--- src/rtl/aclk_pkg.sv ---
// rtl/aclk_pkg.sv - shared types and BCD helpers for the multi-alarm clock
package aclk_pkg;

   localparam int MAX_ALARMS = 8;

   typedef struct packed {
      logic [1:0] h1;
      logic [3:0] h0;
      logic [3:0] m1;
      logic [3:0] m0;
   } bcd_hm_t;

   typedef struct packed {
      logic [1:0] h1;
      logic [3:0] h0;
      logic [3:0] m1;
      logic [3:0] m0;
      logic [3:0] s1;
      logic [3:0] s0;
   } bcd_time_t;

   typedef enum logic [1:0] {
      AL_IDLE    = 2'd0,
      AL_RINGING = 2'd1,
      AL_SNOOZED = 2'd2
   } al_state_e;

   // HH:MM is a legal 24h time with every digit a proper BCD digit
   function automatic logic bcd_hm_valid(input bcd_hm_t t);
      return (t.h0 <= 4'd9) && (t.m1 <= 4'd5) && (t.m0 <= 4'd9) &&
             ((t.h1 < 2'd2) || ((t.h1 == 2'd2) && (t.h0 <= 4'd3)));
   endfunction

   // One second later, rippling carries up to the hours and wrapping at 24h
   function automatic bcd_time_t bcd_time_inc(input bcd_time_t t);
      bcd_time_t n;
      n = t;
      if (t.s0 != 4'd9) n.s0 = t.s0 + 4'd1;
      else begin
         n.s0 = 4'd0;
         if (t.s1 != 4'd5) n.s1 = t.s1 + 4'd1;
         else begin
            n.s1 = 4'd0;
            if (t.m0 != 4'd9) n.m0 = t.m0 + 4'd1;
            else begin
               n.m0 = 4'd0;
               if (t.m1 != 4'd5) n.m1 = t.m1 + 4'd1;
               else begin
                  n.m1 = 4'd0;
                  if ((t.h1 == 2'd2) && (t.h0 == 4'd3)) begin
                     n.h1 = 2'd0;
                     n.h0 = 4'd0;
                  end else if (t.h0 == 4'd9) begin
                     n.h0 = 4'd0;
                     n.h1 = t.h1 + 2'd1;
                  end else begin
                     n.h0 = t.h0 + 4'd1;
                  end
               end
            end
         end
      end
      return n;
   endfunction

   // HH:MM plus a number of minutes, wrapping at 24h
   function automatic bcd_hm_t bcd_add_min(input bcd_hm_t t, input int unsigned dm);
      int unsigned tot;
      int unsigned hh;
      int unsigned mm;
      bcd_hm_t r;
      tot = (32'(t.h1) * 10 + 32'(t.h0)) * 60 + 32'(t.m1) * 10 + 32'(t.m0) + dm;
      tot = tot % 1440;
      hh = tot / 60;
      mm = tot % 60;
      r.h1 = 2'(hh / 10);
      r.h0 = 4'(hh % 10);
      r.m1 = 4'(mm / 10);
      r.m0 = 4'(mm % 10);
      return r;
   endfunction

endpackage

--- src/rtl/aclk_alarm_chan.sv ---
// rtl/aclk_alarm_chan.sv - one alarm channel: alarm register, ring FSM, ring counter (snooze with ACLK_SNOOZE_EN)
module aclk_alarm_chan
   import aclk_pkg::*;
#(
   parameter int RING_SEC   = 60
`ifdef ACLK_SNOOZE_EN
   ,
   parameter int SNOOZE_MIN = 5
`endif
) (
   input  logic      clk,
   input  logic      reset,
   input  logic      ld_en,
   input  bcd_hm_t   ld_hm,
   input  logic      adv,
   input  bcd_time_t next_time,
   input  logic      sec_tick,
   input  logic      al_on,
   input  logic      stop_al,
`ifdef ACLK_SNOOZE_EN
   input  logic      snooze,
   input  bcd_hm_t   cur_hm,
`endif
   output logic      alarm
);

   bcd_hm_t   al_q;
   al_state_e state_q;
   logic [7:0] ring_q;
   bcd_hm_t   nxt_hm;
   logic      at_min;
   logic      match;
`ifdef ACLK_SNOOZE_EN
   bcd_hm_t   tgt_q;
`endif

   assign nxt_hm = {next_time.h1, next_time.h0, next_time.m1, next_time.m0};
   assign at_min = adv && (next_time.s1 == 4'd0) && (next_time.s0 == 4'd0);
   assign match  = at_min && al_on && (nxt_hm == al_q);

   // alarm time register, written only by validated loads aimed at this channel
   always_ff @(posedge clk or negedge reset) begin
      if (!reset) al_q <= '0;
      else if (ld_en) al_q <= ld_hm;
   end

   // ring state machine; stop and disarm win over everything else
   always_ff @(posedge clk or negedge reset) begin
      if (!reset) begin
         state_q <= AL_IDLE;
         ring_q  <= '0;
         alarm   <= 1'b0;
`ifdef ACLK_SNOOZE_EN
         tgt_q   <= '0;
`endif
      end else begin
         case (state_q)
            AL_IDLE: begin
               if (!stop_al && match) begin
                  state_q <= AL_RINGING;
                  ring_q  <= 8'(RING_SEC);
                  alarm   <= 1'b1;
               end
            end
            AL_RINGING: begin
               if (stop_al || !al_on) begin
                  state_q <= AL_IDLE;
                  alarm   <= 1'b0;
`ifdef ACLK_SNOOZE_EN
               end else if (snooze) begin
                  state_q <= AL_SNOOZED;
                  tgt_q   <= bcd_add_min(cur_hm, SNOOZE_MIN);
                  alarm   <= 1'b0;
`endif
               end else if (sec_tick) begin
                  if (ring_q <= 8'd1) begin
                     state_q <= AL_IDLE;
                     alarm   <= 1'b0;
                  end else begin
                     ring_q <= ring_q - 8'd1;
                  end
               end
            end
`ifdef ACLK_SNOOZE_EN
            AL_SNOOZED: begin
               if (stop_al || !al_on) begin
                  state_q <= AL_IDLE;
               end else if (at_min && (nxt_hm == tgt_q)) begin
                  state_q <= AL_RINGING;
                  ring_q  <= 8'(RING_SEC);
                  alarm   <= 1'b1;
               end
            end
`endif
            default: begin
               state_q <= AL_IDLE;
               alarm   <= 1'b0;
            end
         endcase
      end
   end

endmodule

--- src/rtl/aclock_multi.sv ---
// rtl/aclock_multi.sv - multi-alarm 24h BCD alarm clock top (snooze built with ACLK_SNOOZE_EN)
module aclock_multi
   import aclk_pkg::*;
#(
   parameter int NUM_ALARMS    = 4,
   parameter int TICKS_PER_SEC = 10,
   parameter int RING_SEC      = 60,
   parameter int SNOOZE_MIN    = 5,
   localparam int SEL_W        = $clog2(NUM_ALARMS + 1)
) (
   input  logic                  clk,
   input  logic                  reset,
   input  logic [1:0]            H_in1,
   input  logic [3:0]            H_in0,
   input  logic [3:0]            M_in1,
   input  logic [3:0]            M_in0,
   input  logic                  LD_time,
   input  logic                  LD_alarm,
   input  logic [SEL_W-1:0]      al_sel,
   input  logic [NUM_ALARMS-1:0] AL_ON,
   input  logic                  STOP_al,
`ifdef ACLK_SNOOZE_EN
   input  logic                  SNOOZE,
`endif
   output logic [NUM_ALARMS-1:0] Alarm,
   output logic [1:0]            H_out1,
   output logic [3:0]            H_out0,
   output logic [3:0]            M_out1,
   output logic [3:0]            M_out0,
   output logic [3:0]            S_out1,
   output logic [3:0]            S_out0,
   output logic                  load_err
);

   localparam int TW = (TICKS_PER_SEC > 1) ? $clog2(TICKS_PER_SEC) : 1;
   localparam logic [TW-1:0] TICK_MAX = TW'(TICKS_PER_SEC - 1);

   if ((NUM_ALARMS < 1) || (NUM_ALARMS > MAX_ALARMS) || (TICKS_PER_SEC < 1) ||
       (RING_SEC < 1) || (RING_SEC > 255) || (SNOOZE_MIN < 1) || (SNOOZE_MIN > 59)) begin : g_bad_param
      $error("aclock_multi: parameter out of range");
   end

   logic [TW-1:0] tick_q;
   bcd_time_t     time_q;
   bcd_time_t     next_time;
   bcd_hm_t       in_hm;
   logic          in_valid;
   logic          sel_ok;
   logic          ld_time_ok;
   logic          ld_alarm_ok;
   logic          sec_tick;
   logic          adv;

   assign in_hm       = {H_in1, H_in0, M_in1, M_in0};
   assign in_valid    = bcd_hm_valid(in_hm);
   assign sel_ok      = (32'(al_sel) < NUM_ALARMS);
   assign ld_time_ok  = LD_time && in_valid;
   assign ld_alarm_ok = LD_alarm && in_valid && sel_ok;
   assign sec_tick    = (tick_q == TICK_MAX);
   assign adv         = sec_tick && !ld_time_ok;
   assign next_time   = bcd_time_inc(time_q);

   // second divider and time-of-day counter; a valid time load beats the tick
   always_ff @(posedge clk or negedge reset) begin
      if (!reset) begin
         tick_q <= '0;
         time_q <= '0;
      end else if (ld_time_ok) begin
         tick_q <= '0;
         time_q <= {in_hm, 4'd0, 4'd0};
      end else begin
         tick_q <= sec_tick ? '0 : tick_q + 1'b1;
         if (sec_tick) time_q <= next_time;
      end
   end

   // one-cycle flag for any rejected time or alarm load
   always_ff @(posedge clk or negedge reset) begin
      if (!reset) load_err <= 1'b0;
      else        load_err <= (LD_time && !in_valid) || (LD_alarm && !(in_valid && sel_ok));
   end

   for (genvar i = 0; i < NUM_ALARMS; i++) begin : g_chan
      aclk_alarm_chan #(
         .RING_SEC   (RING_SEC)
`ifdef ACLK_SNOOZE_EN
         ,
         .SNOOZE_MIN (SNOOZE_MIN)
`endif
      ) u_chan (
         .clk       (clk),
         .reset     (reset),
         .ld_en     (ld_alarm_ok && (al_sel == SEL_W'(i))),
         .ld_hm     (in_hm),
         .adv       (adv),
         .next_time (next_time),
         .sec_tick  (sec_tick),
         .al_on     (AL_ON[i]),
         .stop_al   (STOP_al),
`ifdef ACLK_SNOOZE_EN
         .snooze    (SNOOZE),
         .cur_hm    ({time_q.h1, time_q.h0, time_q.m1, time_q.m0}),
`endif
         .alarm     (Alarm[i])
      );
   end

   assign H_out1 = time_q.h1;
   assign H_out0 = time_q.h0;
   assign M_out1 = time_q.m1;
   assign M_out0 = time_q.m0;
   assign S_out1 = time_q.s1;
   assign S_out0 = time_q.s0;

endmodule

--- config.mk ---
export PLATFORM = sky130hd
export DESIGN_NAME = aclock_multi
export DESIGN_NICKNAME = d
export VERILOG_FILES = /design/src/rtl/aclk_pkg.sv /design/src/rtl/aclk_alarm_chan.sv /design/src/rtl/aclock_multi.sv
export SDC_FILE = /design/constraint.sdc
export NUM_CORES = 1
export LEC_CHECK = 0
export BUFFER_PORTS_ARGS = -buffer_cell sky130_fd_sc_hd__buf_4
export CORE_MARGIN = 2
export CORE_UTILIZATION = 49
export DETAILED_ROUTE_END_ITERATION = 7
export PLACE_DENSITY = 0.67
export SYNTH_ARGS = -nofsm -noshare
export SYNTH_HDL_FRONTEND = slang
export SYNTH_SLANG_ARGS = --single-unit
--- constraint.sdc ---
create_clock -name clk -period 4.9 [get_ports clk]
set_input_delay 0.245 -clock clk [delete_from_list [all_inputs] [get_ports clk]]
set_output_delay 0.245 -clock clk [all_outputs]
set_load 0.03 [all_outputs]
# Yosys cells after proc, flatten, opt, wreduce, memory -nomap -nowiden
# Cells that the tools add are included.
# op_classes
order_cmp	10
add_sub_neg	11
n_reduce_logical	64
eq_ne	44
n_mux	75
# ops
operator	count
8-bit two-way mux	16
8-bit case mux with 2 select lines	4
14-bit equality test	4
22-bit two-way mux	2
2-bit two-way mux	17
8-bit by 1-bit <= comparator with 1-bit output (second input constant)	4
8-bit by 1-bit subtractor with 8-bit output (second input constant)	4
1-bit logical AND	30
4-bit two-way mux	7
4-bit by 1-bit adder with 4-bit output (second input constant)	6
2-bit != test (second input constant)	12
5-bit AND reduction	4
18-bit two-way mux	1
1-bit two-way mux	16
2-bit case mux with 2 select lines	4
14-bit two-way mux	1
6-bit two-way mux	2
3-bit by 1-bit != test with 1-bit output (second input constant)	4
3-bit by 2-bit != test with 1-bit output (second input constant)	4
3-bit AND reduction	4
10-bit two-way mux	1
2-bit nonzero test	5
2-bit by 1-bit equality test with 1-bit output (second input constant)	4
4-bit equality test (second input constant)	2
19 further kinds	46
# word_totals
ff_bits	127
in_bits	26
output_inout_bits	27
elab_cells	240

# Longest topological paths before layout
# depth
ltp_word	15
mapped_depth	11
depth_no_buf	10

# Modules after synthesis
# A second synthesis with hierarchy kept.
# unflattened
cells_unflattened	682
hier_area_um2	7125.6
# modules_own_cells
mod	cells_per_inst	area_per_inst_um2	seq_area_each_um2	instances
aclk_alarm_chan	109	1252.5	575.6	4
aclock_multi	246	2115.8	675.6	1

# Worst setup path before layout
# Ideal clock, no wire load.
# synth_path
kind	register -> register
startpoint	reg time_q (netlist bit M_out0[0])
endpoint	reg g_chan[2].u_chan.ring_q[0]
setup_slack_ps	1337
required_time_ps	4765
stages_incl_launch_ff	10
n_path_buf	0
period_less_slack_ps	3563
setup_ps	135
arrival_time_ps	3428
path_cell_list	dfrtp_1 ha_1 nand3b_1 nor4_4 mux2i_1 xor2_1 o2111ai_1 or3_2 nor4_4 o31ai_1
# synth_between
elab_chain_cells	9
word_cells_on_any_way	11
cone_classes	1 x add/sub; 3 x eq/ne; 4 x mux; 3 x reduce/logical
# synth_rtl
element	line_no	source
from (decl)	aclock_multi.sv:44	bcd_time_t time_q;
from (signal assigned)	aclock_multi.sv:70	time_q <= {in_hm, 4'd0, 4'd0};
from (signal assigned)	aclock_multi.sv:73	if (sec_tick) time_q <= next_time;
4-bit by 1-bit adder with 4-bit output or 4-bit != test (tied branches)	aclk_pkg.sv:44	if (t.m0 != 4'd9) n.m0 = t.m0 + 4'd1;
4-bit two-way mux or 10-bit two-way mux (tied branches)	aclk_pkg.sv:44	
14-bit two-way mux	aclk_pkg.sv:41	if (t.s1 != 4'd5) n.s1 = t.s1 + 4'd1;
18-bit two-way mux (*)	aclk_pkg.sv:38	if (t.s0 != 4'd9) n.s0 = t.s0 + 4'd1;
14-bit equality test (*)	aclk_alarm_chan.sv:39	assign match = at_min && al_on && (nxt_hm == al_q);
1-bit logical AND (*)	aclk_alarm_chan.sv:39	
1-bit logical AND (*)	aclk_alarm_chan.sv:59	if (!stop_al && match) begin
2-bit by 1-bit != test with 1-bit output (no source line) (*)	--	
5-bit AND reduction (no source line) (*)	--	
to (signal assigned)	aclk_alarm_chan.sv:61	ring_q <= 8'(RING_SEC);
to (signal assigned)	aclk_alarm_chan.sv:80	ring_q <= ring_q - 8'd1;
to (decl)	aclk_alarm_chan.sv:29	logic [7:0] ring_q;
# Mark *: on every way between the ends. The rest lies on a longest branch, timed or not.
# A chain may end at the register's enable or synchronous reset.

# Final worst setup path
# layout_path
startpoint	reg time_q (netlist bit M_out0[0])
endpoint	reg g_chan[3].u_chan.ring_q[7]
# layout_between
elab_chain_cells	9
word_cells_on_any_way	11
cone_classes	1 x add/sub; 3 x eq/ne; 4 x mux; 3 x reduce/logical
# layout_rtl
element	line_no
4-bit by 1-bit adder with 4-bit output or 4-bit != test (tied branches)	aclk_pkg.sv:44
4-bit two-way mux or 10-bit two-way mux (tied branches)	aclk_pkg.sv:44
14-bit two-way mux	aclk_pkg.sv:41
18-bit two-way mux (*)	aclk_pkg.sv:38
14-bit equality test (*)	aclk_alarm_chan.sv:39
1-bit logical AND (*)	aclk_alarm_chan.sv:39
1-bit logical AND (*)	aclk_alarm_chan.sv:59
2-bit by 1-bit != test with 1-bit output (no source line) (*)	--
5-bit AND reduction (no source line) (*)	--
to (signal assigned)	aclk_alarm_chan.sv:61
to (signal assigned)	aclk_alarm_chan.sv:80
to (decl)	aclk_alarm_chan.sv:29
# Marks and branches as above.

==> impl_metrics.csv <==
group,metric,value,unit
run_status,outcome,"completed",
synthesis,synth_cells,697,
layout,syn_to_final_growth,16.3,%
die,die_h,124,microns
worst_setup_path,startpoint,"M_out0[0]$_DFFE_PN0P_",
pwr,swShare,36.0,%
global_routing,grt_pass1_wl,28800,microns
route,wl,18000,microns
die,pin_count,53,
sta,fin_tns_setup,0,ns
sta,max_freq,250,MHz
pwr,ir_drop,0.312,mV
die,initial_utilization,50.4,%
sta,layout_min_cycle_time,4.00,ns
worst_setup_path,reg2reg_depth,9,
synthesis,ys_warn_count,0,
pwr,p_seq_share,34.4,%
sta,skew,0.00950,ns
placed_design,place_ws,0.952,ns
die,core.rowCount,43,
die,die_x,124,microns
synthesis,ys_types,68,
pwr,p_leak,3.70,nW
sta,rsz0062_at_grt,"false",
layout,final_common_cell,"dfrtp_1",
layout,n_fill_cell,1158,
synthesis,seq_area_frac_synth,42.4,%
flow_run,drv_cap,0,
pwr,powerDensity,493,nW/um^2
pwr,power.share.clock,34.0,%
clock_network,insertion_delay,0.42,ns
worst_setup_path,arrival,4.31,ns
layout,regArea,2980,sq um
worst_setup_path,rr_startpoint,"M_out0[0]$_DFFE_PN0P_",
placed_design,dp_hpwl,12900,microns
sta,hold_viol_final,0,
worst_setup_path,crit_fanout,9,
route,drt-vias-per-instance,5.88,
sta,worst_pin_slew,0.938,ns
sta,setup_slack,0.895,ns
clock_network,cts_sinks,119,
route,vias,5504,
pwr,p_int,2.58,mW
hold_path,min_from,"LD_alarm",
pwr,power_switching,1.45,mW
synthesis,avgSynthCellArea,10.1,sq um
worst_setup_path,crit_required,5.21,ns
layout,layout-drive-gt1-share,22.2,%
placed_design,place_congestion,0.885,
global_routing,antenna_found_initial,0,
die,coreArea,13900,sq um
global_routing,grt_pass1_vias,5347,
clock_network,ctsRootBufferMaster,"clkbuf_16",
worst_setup_path,endpoint_kind,"flip-flop",
clock_network,cts_max_level,4,
layout,mostFrequentLayoutCells,"dfrtp_1 (119), nand2_1 (69), buf_4 (59)",
sta,slew_headroom,37.5,%
global_routing,grt-ovfl-total,0,
worst_setup_path,crit_path_start_kind,"flip-flop",
sta,setup_viol,0,
worst_setup_path,criticalPathCategory,"reg -> reg",
synthesis,ys_ff_latch,119,
worst_setup_path,timing.critical_path.to,"g_chan[3].u_chan.ring_q[7]$_DFFE_PN0P_",
clock_network,clockBufferDepth,2,
sta,report.final.slew_viol_count,0,
layout,diodes,0,
synthesis,syn_area,7030,sq um
pwr,p_comb_share,31.6,%
sta,period_share,81.7,%
clock_network,clk_pin_slew,0.06,ns
synthesis,synth_edf_count,0,
layout,final_nets,788,
route,wl_per_cell,19.3,microns
placed_design,port_buffers,52,
route,drc,0,
die,dieArea,15300,sq um
clock_network,cts_made_buffers,17,
hold_path,hold_class,"in -> reg",
route,drtIter0Drc,480,
layout,multi_input_area,3800,sq um
synthesis,synthFlopType,"dfrtp_1",
worst_setup_path,r2r_slack,0.90,ns
clock_network,cts_tree,"done",
global_routing,grt_usage,25.2,%
synthesis,async_flop_share,100,%
clock_network,post_cts_buffers,0,
synthesis,syn_nets,740,
route,postRouteAntennaNets,0,
worst_setup_path,r2r_end,"g_chan[3].u_chan.ring_q[7]$_DFFE_PN0P_",
route,drtPass1Iterations,5,
global_routing,grt_max_degree,72,
sequential cells by signal, summed over array words and instances, names as in the netlist:
register              count
M_out1                    4
load_err                  1
M_out0                    4
S_out1                    4
S_out0                    4
tick_q                    4
H_out1                    2
g_chan.u_chan.alarm       4
H_out0                    4
g_chan.u_chan.al_q       56
g_chan.u_chan.ring_q     32
metrics by stage:
step / utilization (%) / cells / hold WS (ns) / instance area (sq um) / power [mW]
6_report: 58.7 / 936 / 0.0620 / 8170 / 4.03
5_1_grt: 58.7 / 936 / 0.0770 / 8170 / 4.25
4_1_cts: 58.7 / 936 / 0.0514 / 8170 / 4.04
3_5_place_dp: 54.0 / 905 / 0.433 / 7520 / 2.66
3_3_place_gp: 54.0 / 905 / 0.431 / 7520 / 2.62
2_1_floorplan: - / 697 / -0.0506 / 7030 / 2.26
worst min-delay path by stage:
stage / endpoint / slack, ns / cells after the start
2_1_floorplan: H_out0[0]$_DFFE_PN0P_ / -0.05 / 0
3_3_place_gp: S_out0[0]$_DFFE_PN0P_ / 0.43 / 1
3_5_place_dp: g_chan[2].u_chan.ring_q[5]$_DFFE_PN0P_ / 0.43 / 1
4_1_cts: load_err$_DFF_PN0_ / 0.05 / 3
5_1_grt: M_out0[0]$_DFFE_PN0P_ / 0.08 / 2
6_report: load_err$_DFF_PN0_ / 0.06 / 3
power groups by stage:
stage	clock, mW	sequential [mW]	combinational, mW
after floorplan	0	1.42	0.842
after global placement	0	1.38	1.24
after detailed placement	0	1.40	1.26
after CTS	1.39	1.38	1.27
after global routing	1.44	1.42	1.39
final	1.37	1.39	1.27
Yosys cell counts, drive strengths merged (5+ instances only):
cell type | number | share of area (%)
o31ai | 6 | 0.64
o211ai | 5 | 0.53
nand2b | 9 | 0.80
a2111oi | 7 | 0.96
nand3b | 10 | 1.1
nor3 | 23 | 1.9
buf | 18 | 1.9
mux2i | 9 | 1.5
xnor2 | 48 | 6.0
o21ai | 25 | 1.8
nor4 | 20 | 2.7
or3 | 6 | 0.57
nand3 | 16 | 1.1
nor2b | 8 | 0.71
mux2 | 53 | 8.5
ha | 17 | 3.0
nor2 | 56 | 3.0
nand2 | 69 | 3.7
xor2 | 35 | 4.4
and2 | 5 | 0.45
or4 | 5 | 0.69
inv | 19 | 1.0
a21oi | 33 | 2.5
nand4 | 6 | 0.62
and3b | 7 | 0.87
clkbuf | 13 | 0.71
dfrtp | 119 | 42
critical path, cell delays in order, from the launching register on:
cell,delay (ns)
dfrtp_1,0.48
ha_1,0.25
nand3b_1,0.32
nor4_4,0.68
mux2i_1,0.62
xor2_1,0.19
o21ai_0,0.11
a2111oi_0,0.62
nand4_1,0.39
and2_1,0.25
routing by layer:
metal | part of all wire (%) | wire length (microns) | track usage, % | vias to the layer above
met5 | 0 | 0 | 0 | -
met4 | 2.5 | 457 | 9.59 | 0
met3 | 5.9 | 1060 | 6.14 | 33
met2 | 48 | 8670 | 40.1 | 170
met1 | 43 | 7840 | 33.4 | 2729
li1 | - | - | - | 2572
final cells by class:
cell class	count	area share, %
Multi-Input combinational cell	528	46.5
Clock inverter	8	2.08
Inverter	19	0.872
Tap cell	180	2.76
Timing Repair Buffer	60	5.54
Clock buffer	22	5.80
Sequential cell	119	36.4
logic make-up (layout without fill, tap and decap cells):
logic type,after synthesis,count (layout),share of synthesized area (%)
and+or+nand+nor,266,266,21.4
AOI/OAI and AO/OA,100,100,9.29
buffers and inverters,50,109,3.61
adders and majority gates,17,17,3.03
DFF,119,119,42.4
xor gates and xnor gates,83,83,10.3
muxes,62,62,9.95
timing repair:
item                      CTS  global route
hold buffers                1             0
resized for setup           0             0
hold endpoints to repair   22             0
(Power assumes the default switching activity.)
